--- src/rtl/nco_multi_if.sv ---
// Control/write bus and per-channel outputs of the multi-channel NCO.
interface nco_multi_if #(
  parameter int unsigned CH   = 4,
  parameter int unsigned PH_W = 10
);
  logic                 EN;
  logic                 SYNC;
  logic                 UPDATE;
  logic                 WR_EN;
  logic [2:0]           WR_CH;
  logic [1:0]           WR_SEL;
  logic [15:0]          WR_DATA;
  logic [CH-1:0]        FREQ_OUT;
  logic [CH*PH_W-1:0]   PHASE_OUT;
  logic [CH-1:0]        WRAP;

  modport master (
    output EN, SYNC, UPDATE, WR_EN, WR_CH, WR_SEL, WR_DATA,
    input  FREQ_OUT, PHASE_OUT, WRAP
  );

  modport slave (
    input  EN, SYNC, UPDATE, WR_EN, WR_CH, WR_SEL, WR_DATA,
    output FREQ_OUT, PHASE_OUT, WRAP
  );
endinterface

--- src/rtl/nco_multi.sv ---
// Multi-channel phase accumulator NCO with double-buffered frequency/offset
// registers, global sync restart and registered phase/square/wrap outputs.
module nco_multi #(
  parameter int unsigned ACC_W = 32,
  parameter int unsigned CH    = 4,
  parameter int unsigned PH_W  = 10
) (
  input  logic         CLK,
  input  logic         RST_N,
  nco_multi_if.slave   bus
);

  localparam int unsigned HI_W = ACC_W - 16;

  logic [CH-1:0][ACC_W-1:0] sh_freq_q, sh_offs_q;
  logic [CH-1:0][ACC_W-1:0] sh_freq_d, sh_offs_d;
  logic [CH-1:0][ACC_W-1:0] act_freq_q, act_offs_q;
  logic [CH-1:0][ACC_W-1:0] acc_q;
  logic [CH-1:0][ACC_W:0]   acc_sum;
  logic [CH-1:0][ACC_W-1:0] phase_sum;
  logic [CH-1:0]            freq_out_q, wrap_q;
  logic [CH*PH_W-1:0]       phase_q;
  logic                     unused_bits;

  // Shadow next-state; also feeds the active registers so a write coinciding
  // with UPDATE is committed in the same cycle. Channels >= CH never match.
  always_comb begin
    sh_freq_d = sh_freq_q;
    sh_offs_d = sh_offs_q;
    for (int unsigned k = 0; k < CH; k++) begin
      if (bus.WR_EN && (32'(bus.WR_CH) == k)) begin
        case (bus.WR_SEL)
          2'd0:    sh_freq_d[k][15:0]       = bus.WR_DATA;
          2'd1:    sh_freq_d[k][ACC_W-1:16] = bus.WR_DATA[HI_W-1:0];
          2'd2:    sh_offs_d[k][15:0]       = bus.WR_DATA;
          default: sh_offs_d[k][ACC_W-1:16] = bus.WR_DATA[HI_W-1:0];
        endcase
      end
    end
  end

  // Accumulate with carry-out, and offset phase from the current state.
  always_comb begin
    acc_sum   = '0;
    phase_sum = '0;
    for (int unsigned k = 0; k < CH; k++) begin
      acc_sum[k]   = {1'b0, acc_q[k]} + {1'b0, act_freq_q[k]};
      phase_sum[k] = acc_q[k] + act_offs_q[k];
    end
  end

  // Low phase bits and spare write-data bits are intentionally dropped.
  assign unused_bits = ^{phase_sum, bus.WR_DATA};

  always_ff @(posedge CLK or negedge RST_N) begin
    if (!RST_N) begin
      sh_freq_q  <= '0;
      sh_offs_q  <= '0;
      act_freq_q <= '0;
      act_offs_q <= '0;
      acc_q      <= '0;
      freq_out_q <= '0;
      wrap_q     <= '0;
      phase_q    <= '0;
    end else begin
      sh_freq_q <= sh_freq_d;
      sh_offs_q <= sh_offs_d;
      if (bus.UPDATE) begin
        act_freq_q <= sh_freq_d;
        act_offs_q <= sh_offs_d;
      end
      for (int unsigned k = 0; k < CH; k++) begin
        if (bus.SYNC) begin
          acc_q[k] <= '0;
        end else if (bus.EN) begin
          acc_q[k] <= acc_sum[k][ACC_W-1:0];
        end
        wrap_q[k]                 <= bus.EN & ~bus.SYNC & acc_sum[k][ACC_W];
        freq_out_q[k]             <= phase_sum[k][ACC_W-1];
        phase_q[k*PH_W +: PH_W]   <= phase_sum[k][ACC_W-1 -: PH_W];
      end
    end
  end

  assign bus.FREQ_OUT  = freq_out_q;
  assign bus.PHASE_OUT = phase_q;
  assign bus.WRAP      = wrap_q;

endmodule

--- src/flat_wrapper.sv ---
// flat-port wrapper written by rule: the top's interface ports become plain ports
module nco_multi_flat 
#(
  parameter int unsigned ACC_W = 32,
  parameter int unsigned CH    = 4,
  parameter int unsigned PH_W  = 10
)
  (CLK, RST_N, bus_EN, bus_SYNC, bus_UPDATE, bus_WR_EN, bus_WR_CH, bus_WR_SEL, bus_WR_DATA, bus_FREQ_OUT, bus_PHASE_OUT, bus_WRAP);
  nco_multi_if #(.CH(CH), .PH_W(PH_W)) bus_i ();
  input  logic CLK;
  input  logic RST_N;
  input wire logic [$bits(bus_i.EN)-1:0] bus_EN;
  input wire logic [$bits(bus_i.SYNC)-1:0] bus_SYNC;
  input wire logic [$bits(bus_i.UPDATE)-1:0] bus_UPDATE;
  input wire logic [$bits(bus_i.WR_EN)-1:0] bus_WR_EN;
  input wire logic [$bits(bus_i.WR_CH)-1:0] bus_WR_CH;
  input wire logic [$bits(bus_i.WR_SEL)-1:0] bus_WR_SEL;
  input wire logic [$bits(bus_i.WR_DATA)-1:0] bus_WR_DATA;
  output wire logic [$bits(bus_i.FREQ_OUT)-1:0] bus_FREQ_OUT;
  output wire logic [$bits(bus_i.PHASE_OUT)-1:0] bus_PHASE_OUT;
  output wire logic [$bits(bus_i.WRAP)-1:0] bus_WRAP;
  assign bus_i.EN = bus_EN;
  assign bus_i.SYNC = bus_SYNC;
  assign bus_i.UPDATE = bus_UPDATE;
  assign bus_i.WR_EN = bus_WR_EN;
  assign bus_i.WR_CH = bus_WR_CH;
  assign bus_i.WR_SEL = bus_WR_SEL;
  assign bus_i.WR_DATA = bus_WR_DATA;
  assign bus_FREQ_OUT = bus_i.FREQ_OUT;
  assign bus_PHASE_OUT = bus_i.PHASE_OUT;
  assign bus_WRAP = bus_i.WRAP;
  nco_multi #(.ACC_W(ACC_W), .CH(CH), .PH_W(PH_W)) u_core (.CLK(CLK), .RST_N(RST_N), .bus(bus_i));
endmodule
--- config.mk ---
export PLATFORM = sky130hd
export DESIGN_NAME = nco_multi_flat
export DESIGN_NICKNAME = d
export VERILOG_FILES = /design/src/rtl/nco_multi_if.sv /design/src/rtl/nco_multi.sv /design/src/flat_wrapper.sv
export SDC_FILE = /design/constraint.sdc
export NUM_CORES = 1
export LEC_CHECK = 0
export ABC_CLOCK_PERIOD_IN_PS = 4000
export BUFFER_PORTS_ARGS = -buffer_cell sky130_fd_sc_hd__buf_2
export CORE_MARGIN = 5
export CORE_UTILIZATION = 60
export CTS_BUF_LIST = sky130_fd_sc_hd__clkbuf_4 sky130_fd_sc_hd__clkbuf_8
export DETAILED_ROUTE_END_ITERATION = 8
export PLACE_DENSITY = 0.76
export SETUP_SLACK_MARGIN = 0.1
export SYNTH_ARGS = -nofsm -noshare
export SYNTH_HDL_FRONTEND = slang
export SYNTH_SLANG_ARGS = --single-unit
--- constraint.sdc ---
create_clock -name CLK -period 4 [get_ports CLK]
set_clock_uncertainty 0.2 [all_clocks]
set_input_delay 0.4 -clock CLK [delete_from_list [all_inputs] [get_ports CLK]]
set_output_delay 0.4 -clock CLK [all_outputs]
set_load 0.01 [all_outputs]
Yosys cells after proc, flatten, opt, wreduce, memory -nomap -nowiden
Cells that the tools add are included.

operators by class
  reductions and logical operators = 8
  equal/unequal tests = 5
  $add $sub $neg = 8
  muxes and demuxes = 32
  bitwise logic cells = 6

operator list
  kind                                            count
  two-way mux 32 bit                              16
  two-way mux 16 bit                              16
  adder 32 x 32 -> 33 bit                         4
  adder 32 bit                                    4
  == test 3 x 2 -> 1 bit (second input constant)  2
  bitwise AND 1 bit                               5
  logical AND 1 bit                               4
  == test 3 x 1 -> 1 bit (second input constant)  1
  logical NOT 3 bit                               1
  OR reduction 3 bit                              1
  == test 2 x 1 -> 1 bit (second input constant)  1
  == test 2 bit (second input constant)           1
  logical NOT 2 bit                               1
  nonzero test 2 bit                              1
  inverter 1 bit                                  1

word-level totals
  bits of input ports = 27
  logic and storage cells = 82
  output and inout port bits = 48
  flip-flop bits (word level) = 688

Logic depth before layout (Yosys ltp)
  depth after elaboration = 4
  gate-level depth with buffers = 12
  gate-level depth less buffers = 12

Worst setup path after synthesis
OpenSTA, ideal clock, no wires.

  path kind = register to register
  start = register u_core.acc_q[32] (netlist bit)
  end = register u_core.acc_q[62] (netlist bit)
  buffers on the path = 0
  cell stages (with the launch flop) = 13
  slack = 0.885 ns
  data required time = 3.676 ns
  period minus slack after synthesis = 3.115 ns
  setup time = 0.124 ns
  arrival = 2.792 ns
  path through = dfrtp_1 ha_1 inv_1 fa_1 inv_1 a21o_1 a211oi_1 o211ai_1 a21oi_1 nor3b_1 a2111oi_0 nor4b_1 a211o_1

on the way
  longest elaborated chain between the ends = 3

RTL lines
  element                           RTL line         text
  start: declaration                nco_multi.sv:18  logic [CH-1:0][ACC_W-1:0] acc_q;
  start signal: indexed assignment  nco_multi.sv:76  acc_q[k] <= acc_sum[k][ACC_W-1:0];
  adder 32 x 32 -> 33 bit           nco_multi.sv:47  acc_sum[k] = {1'b0, acc_q[k]} + {1'b0, act_freq_q[k]};
  two-way mux 32 bit                nco_multi.sv:75  end else if (bus.EN) begin
  two-way mux 32 bit                nco_multi.sv:73  if (bus.SYNC) begin

Every way passes these cells. The select of a mux whose other input is x is not followed.
A chain may end at the register's enable or synchronous reset.

==> out/results.txt <==
The cell count after synthesis came out at 2963. In the synthesized netlist the dominant register cell turns out to be sky130_fd_sc_hd__dfrtp_1. The later pin in the worst-skew pair is clocked with a latency of 0.72 ns.

The worst pin sits at a relative slew slack of 31.6%. In the routed design, unresolved DRC markers number 0. Via density per instance: 6.10. The number of detailed-route iterations in the first pass is 5. The final-report hold violation count is 0, and the worst-path maximum fanout is 5. Cells fill 67.1% of the core in the end. The category of the worst setup path capture point was a register.

For the initial cell density of the core, the log shows 60.5%. The logs give 4.38 ns for the required time of the critical path and 0 for the number of failing setup endpoints in the final timing report. Cells with a size suffix above 1 make up 25.5% of the layout. Global router's overall resource usage: 26.7%.

In this run, post-CTS hold repair placed 2 buffers. The cell area that synthesis handed to floorplanning was 34900 um^2. Of the post-synthesis cell area, the dominant cell type holds 49.1%.

The worst reg-to-reg path cell count works out to 8. The cell with the most instances on the worst path was sky130_fd_sc_hd__o311ai_1. 75 I/O pins were placed. The floorplan has 88 rows. The multiplexer share of the synthesized area came out at 17.5%. The synthesized netlist devotes 11.4% of its cell area to compound gates.

The biggest area contributor in the post-synthesis netlist is sky130_fd_sc_hd__dfrtp_1. The number of clock buffers inserted by TritonCTS is 113. After Yosys synthesis, full adders, half adders and majority gates account for 9.13% of the synthesized area. The critical path is of the reg -> reg type.

The area growth from synthesis to final layout was 11.0%. In this run the most critical hold path is launched from bus_EN. Broken down by cell family, the worst path's largest delay share belongs to compound AO/OA/AOI/OAI gates. In the final layout, flip-flops and latches occupy 17100 um^2.

The critical path goes through ha_1 -> nand3_1 -> nor4_1 -> o311ai_1 -> and3_1 -> o311ai_1 -> o21ai_0 -> xnor2_1. After synthesis, the mean cell area works out to 11.8 um^2. The pin count of the biggest net entering global routing came out at 111. In the post-synthesis netlist, the biggest area contributors are sky130_fd_sc_hd__dfrtp_1 49%, sky130_fd_sc_hd__mux2_2 15%, sky130_fd_sc_hd__ha_1 8.9%, sky130_fd_sc_hd__a21oi_1 2.4%, sky130_fd_sc_hd__a21o_1 2.3%.

The initial antenna violation count is 9, and the flop and latch count out of synthesis is 684. Of the available clock period, the critical path in the final layout requires 89.3%. TritonCTS built the clock tree. From left edge to right edge, the die measures 251 um. Counting I/O delays and the setup requirement, the final critical path takes 3.57 ns.

Once the clock tree was built, the resizer swapped 0 gates to a different size. The synthesized netlist devotes 7.76% of its cell area to simple gates. Setup repair after global routing left no endpoint under its margin. The arrival time at the worst endpoint is 3.95 ns.

The count of different cell masters after synthesis is 76, and the depth of the CTS H-tree is 3. After legalization and detailed placement, the total HPWL measured 55.6 mm. After the first detailed-routing iteration, the DRC count stood at 1521. The peak supply drop is 0.348 mV. For hold timing, the worst endpoint is u_core.acc_q[65]$_DFFE_PN0P_. The tools report the global-route wire length before repair as 136 mm. The run gives 84.1 mm as the total routed wirelength.

The tree built by TritonCTS fans out to 684 sinks. After synthesis, the most frequently instantiated cells are 684 x sky130_fd_sc_hd__dfrtp_1, 472 x sky130_fd_sc_hd__mux2_2, 248 x sky130_fd_sc_hd__ha_1, 169 x sky130_fd_sc_hd__a21oi_1, 166 x sky130_fd_sc_hd__nor2_1. The number of enable flip-flop cells after synthesis is 0. For this run, the slowest stage of the critical path takes 0.68 ns. The die covers 63100 um^2.

The die is 251 um tall. Counting the fill cells in the layout gives 4245. Once detail routing completed, the nets flagged for antenna violations numbered 0.

The most common cell in the netlist was sky130_fd_sc_hd__dfrtp_1. The worst hold path passes through 3 cells. The worst setup path is launched from a register. Placeable core region: 57700 um^2. The post-synthesis share of cell area spent on xor and xnor gates was 3.31%. At the end of routability-driven placement, the weighted congestion stood at 0.922. For this block, the via count after detailed routing is 24.0k. Summed over all layers, the global routing overflow is 0.

The number of violations of the max-capacitance limit was 0; the clock-pin slew reported for the worst setup and hold paths after clock tree synthesis was 0.06 ns. The path class of the tightest hold or removal check is in -> reg. By area, the combinational part of the netlist is dominated by multiplexers. The worst register-to-register path ends at u_core.bus.PHASE_OUT[18]$_DFF_PN0_.

For this run, the number of Yosys warnings is 0. Power spread over the standard cell area amounts to 569 nW/um^2. The number of global-route vias before repair is 25.2k, and the footprint of the multi-input gates is 17100 um^2.

When the netlist entered floorplanning its net count stood at 3242. The critical path contains buffers and inverters numbering 0 combined. The worst setup slack for register-to-register paths was 0.43 ns. Buffers added to address setup during post-CTS repair amount to 0. In the final timing run, aggregate negative setup slack is 0 ns. The number of nets in the layout is 3354, and the number of input and output port buffers inserted is 74. In this run the critical register-to-register path is launched from u_core.acc_q[50]$_DFFE_PN0P_. In this run the deepest clock path goes through 3 buffers.

For this run, asynchronously set or reset flops after synthesis account for 100%. The run finished with clean final reports. The routed wirelength normalized by instance count was 21.4 um; the static leakage was 19.4 nW. At the pin with the least slew margin, the transition time is 1.02 ns. The number of pins exceeding their max-slew limit in the final report was 0. Buffer type at the clock tree root: sky130_fd_sc_hd__clkbuf_8. Among all stages on the critical path, the largest delay is contributed by sky130_fd_sc_hd__o311ai_1. Derived from the worst setup path, the maximum achievable clock frequency is 280 MHz. The sequential-to-total area share from yosys stat was 49.1%.
tightest hold or removal path, delay by kind of cell:
family                 cells  cell delay, ns
AO/OA/AOI/OAI              1            0.07
AND/OR/NAND/NOR            1            0.17
buffers and inverters      1            0.25
metal layers:
layer  wire length (um)  part of all wire [%]  global-route usage, %  vias to the layer above
met2              40500                    48                   44.6                      666
li1                   -                     -                      -                    11000
met4               2820                   3.4                   9.53                        0
met5                  0                     0                      0                        -
met3               4560                   5.4                   4.33                      179
met1              36300                    43                   35.6                    12100
power breakdown:
| part | leakage [nW] | total [mW] | switching [mW] | internal [mW] |
|---|---|---|---|---|
| clock network | 1.30 | 6.51 | 2.81 | 3.70 |
| logic | 9.22 | 6.22 | 3.38 | 2.84 |
| registers | 8.83 | 9.29 | 0.827 | 8.47 |
cell families after synthesis:
group / after synthesis
AOI/OAI and AO/OA: 613
xor gates and xnor gates: 132
adders and majority gates: 252
buffers and inverters: 170
DFF: 684
muxes: 546
and+or+nand+nor: 566
registers in the layout (all words and copies together) (netlist names):
| signal | flops |
|---|---|
| u_core.acc_q | 128 |
| u_core.act_freq_q | 128 |
| u_core.act_offs_q | 128 |
| u_core.sh_freq_q | 128 |
| u_core.sh_offs_q | 128 |
| u_core.bus.PHASE_OUT | 36 |
| u_core.bus.FREQ_OUT | 4 |
| u_core.bus.WRAP | 4 |
through the flow:
step	power (mW)	area (um^2)	hold slack, ns	std cells	setup WS (ns)
after CTS	22.1	38700	0.0123	3930	0.445
after global placement	15.2	36200	0.258	3723	0.505
after detailed placement	15.5	36200	0.269	3723	0.472
after floorplan	13.8	34900	-0.0956	2963	0.885
after global routing	23.4	38700	0.0424	3930	0.103
final	22.0	38700	0.0564	3933	0.430
cells in the final DEF, fill, tap and decap left out, types with 33 or more instances in the layout:
| master | netlist | routed |
|---|---|---|
| sky130_fd_sc_hd__a21o_1 | 106 | 106 |
| sky130_fd_sc_hd__a21oi_1 | 169 | 169 |
| sky130_fd_sc_hd__buf_2 | 0 | 70 |
| sky130_fd_sc_hd__clkbuf_8 | 0 | 147 |
| sky130_fd_sc_hd__dfrtp_1 | 684 | 684 |
| sky130_fd_sc_hd__ha_1 | 248 | 248 |
| sky130_fd_sc_hd__inv_1 | 52 | 51 |
| sky130_fd_sc_hd__mux2_1 | 36 | 36 |
| sky130_fd_sc_hd__mux2_2 | 472 | 472 |
| sky130_fd_sc_hd__mux2i_1 | 38 | 38 |
| sky130_fd_sc_hd__nand2_1 | 148 | 148 |
| sky130_fd_sc_hd__nand3_1 | 44 | 44 |
| sky130_fd_sc_hd__nand4_1 | 33 | 33 |
| sky130_fd_sc_hd__nor2_1 | 166 | 164 |
| sky130_fd_sc_hd__nor3_1 | 40 | 40 |
| sky130_fd_sc_hd__o21ai_0 | 83 | 83 |
| sky130_fd_sc_hd__o21ai_1 | 48 | 48 |
| sky130_fd_sc_hd__xnor2_1 | 68 | 68 |
| sky130_fd_sc_hd__xor2_1 | 64 | 64 |
layout make-up:
type                       instances  share of cell area (%)
clock inverter                    27                   0.517
sequential                       684                    44.2
clock buffer                     178                    5.83
multi-input combinational       2109                    44.3
inverter                          52                   0.504
antenna                            3                  0.0194
timing repair buffer             115                    2.18
tap                              765                    2.47
worst max path at each step:
stage	slack, ns	endpoint	from	cells past startpoint
after floorplan	0.88	u_core.acc_q[62]$_DFFE_PN0P_	u_core.acc_q[32]$_DFFE_PN0P_	12
after global placement	0.51	u_core.acc_q[62]$_DFFE_PN0P_	u_core.acc_q[32]$_DFFE_PN0P_	13
after detailed placement	0.47	u_core.acc_q[62]$_DFFE_PN0P_	u_core.acc_q[32]$_DFFE_PN0P_	13
after CTS	0.44	u_core.acc_q[62]$_DFFE_PN0P_	u_core.acc_q[32]$_DFFE_PN0P_	13
after global routing	0.10	u_core.bus.PHASE_OUT[18]$_DFF_PN0_	u_core.acc_q[48]$_DFFE_PN0P_	8
final	0.43	u_core.bus.PHASE_OUT[18]$_DFF_PN0_	u_core.acc_q[50]$_DFFE_PN0P_	8
No activity file was read; power rests on OpenSTA's default activity.
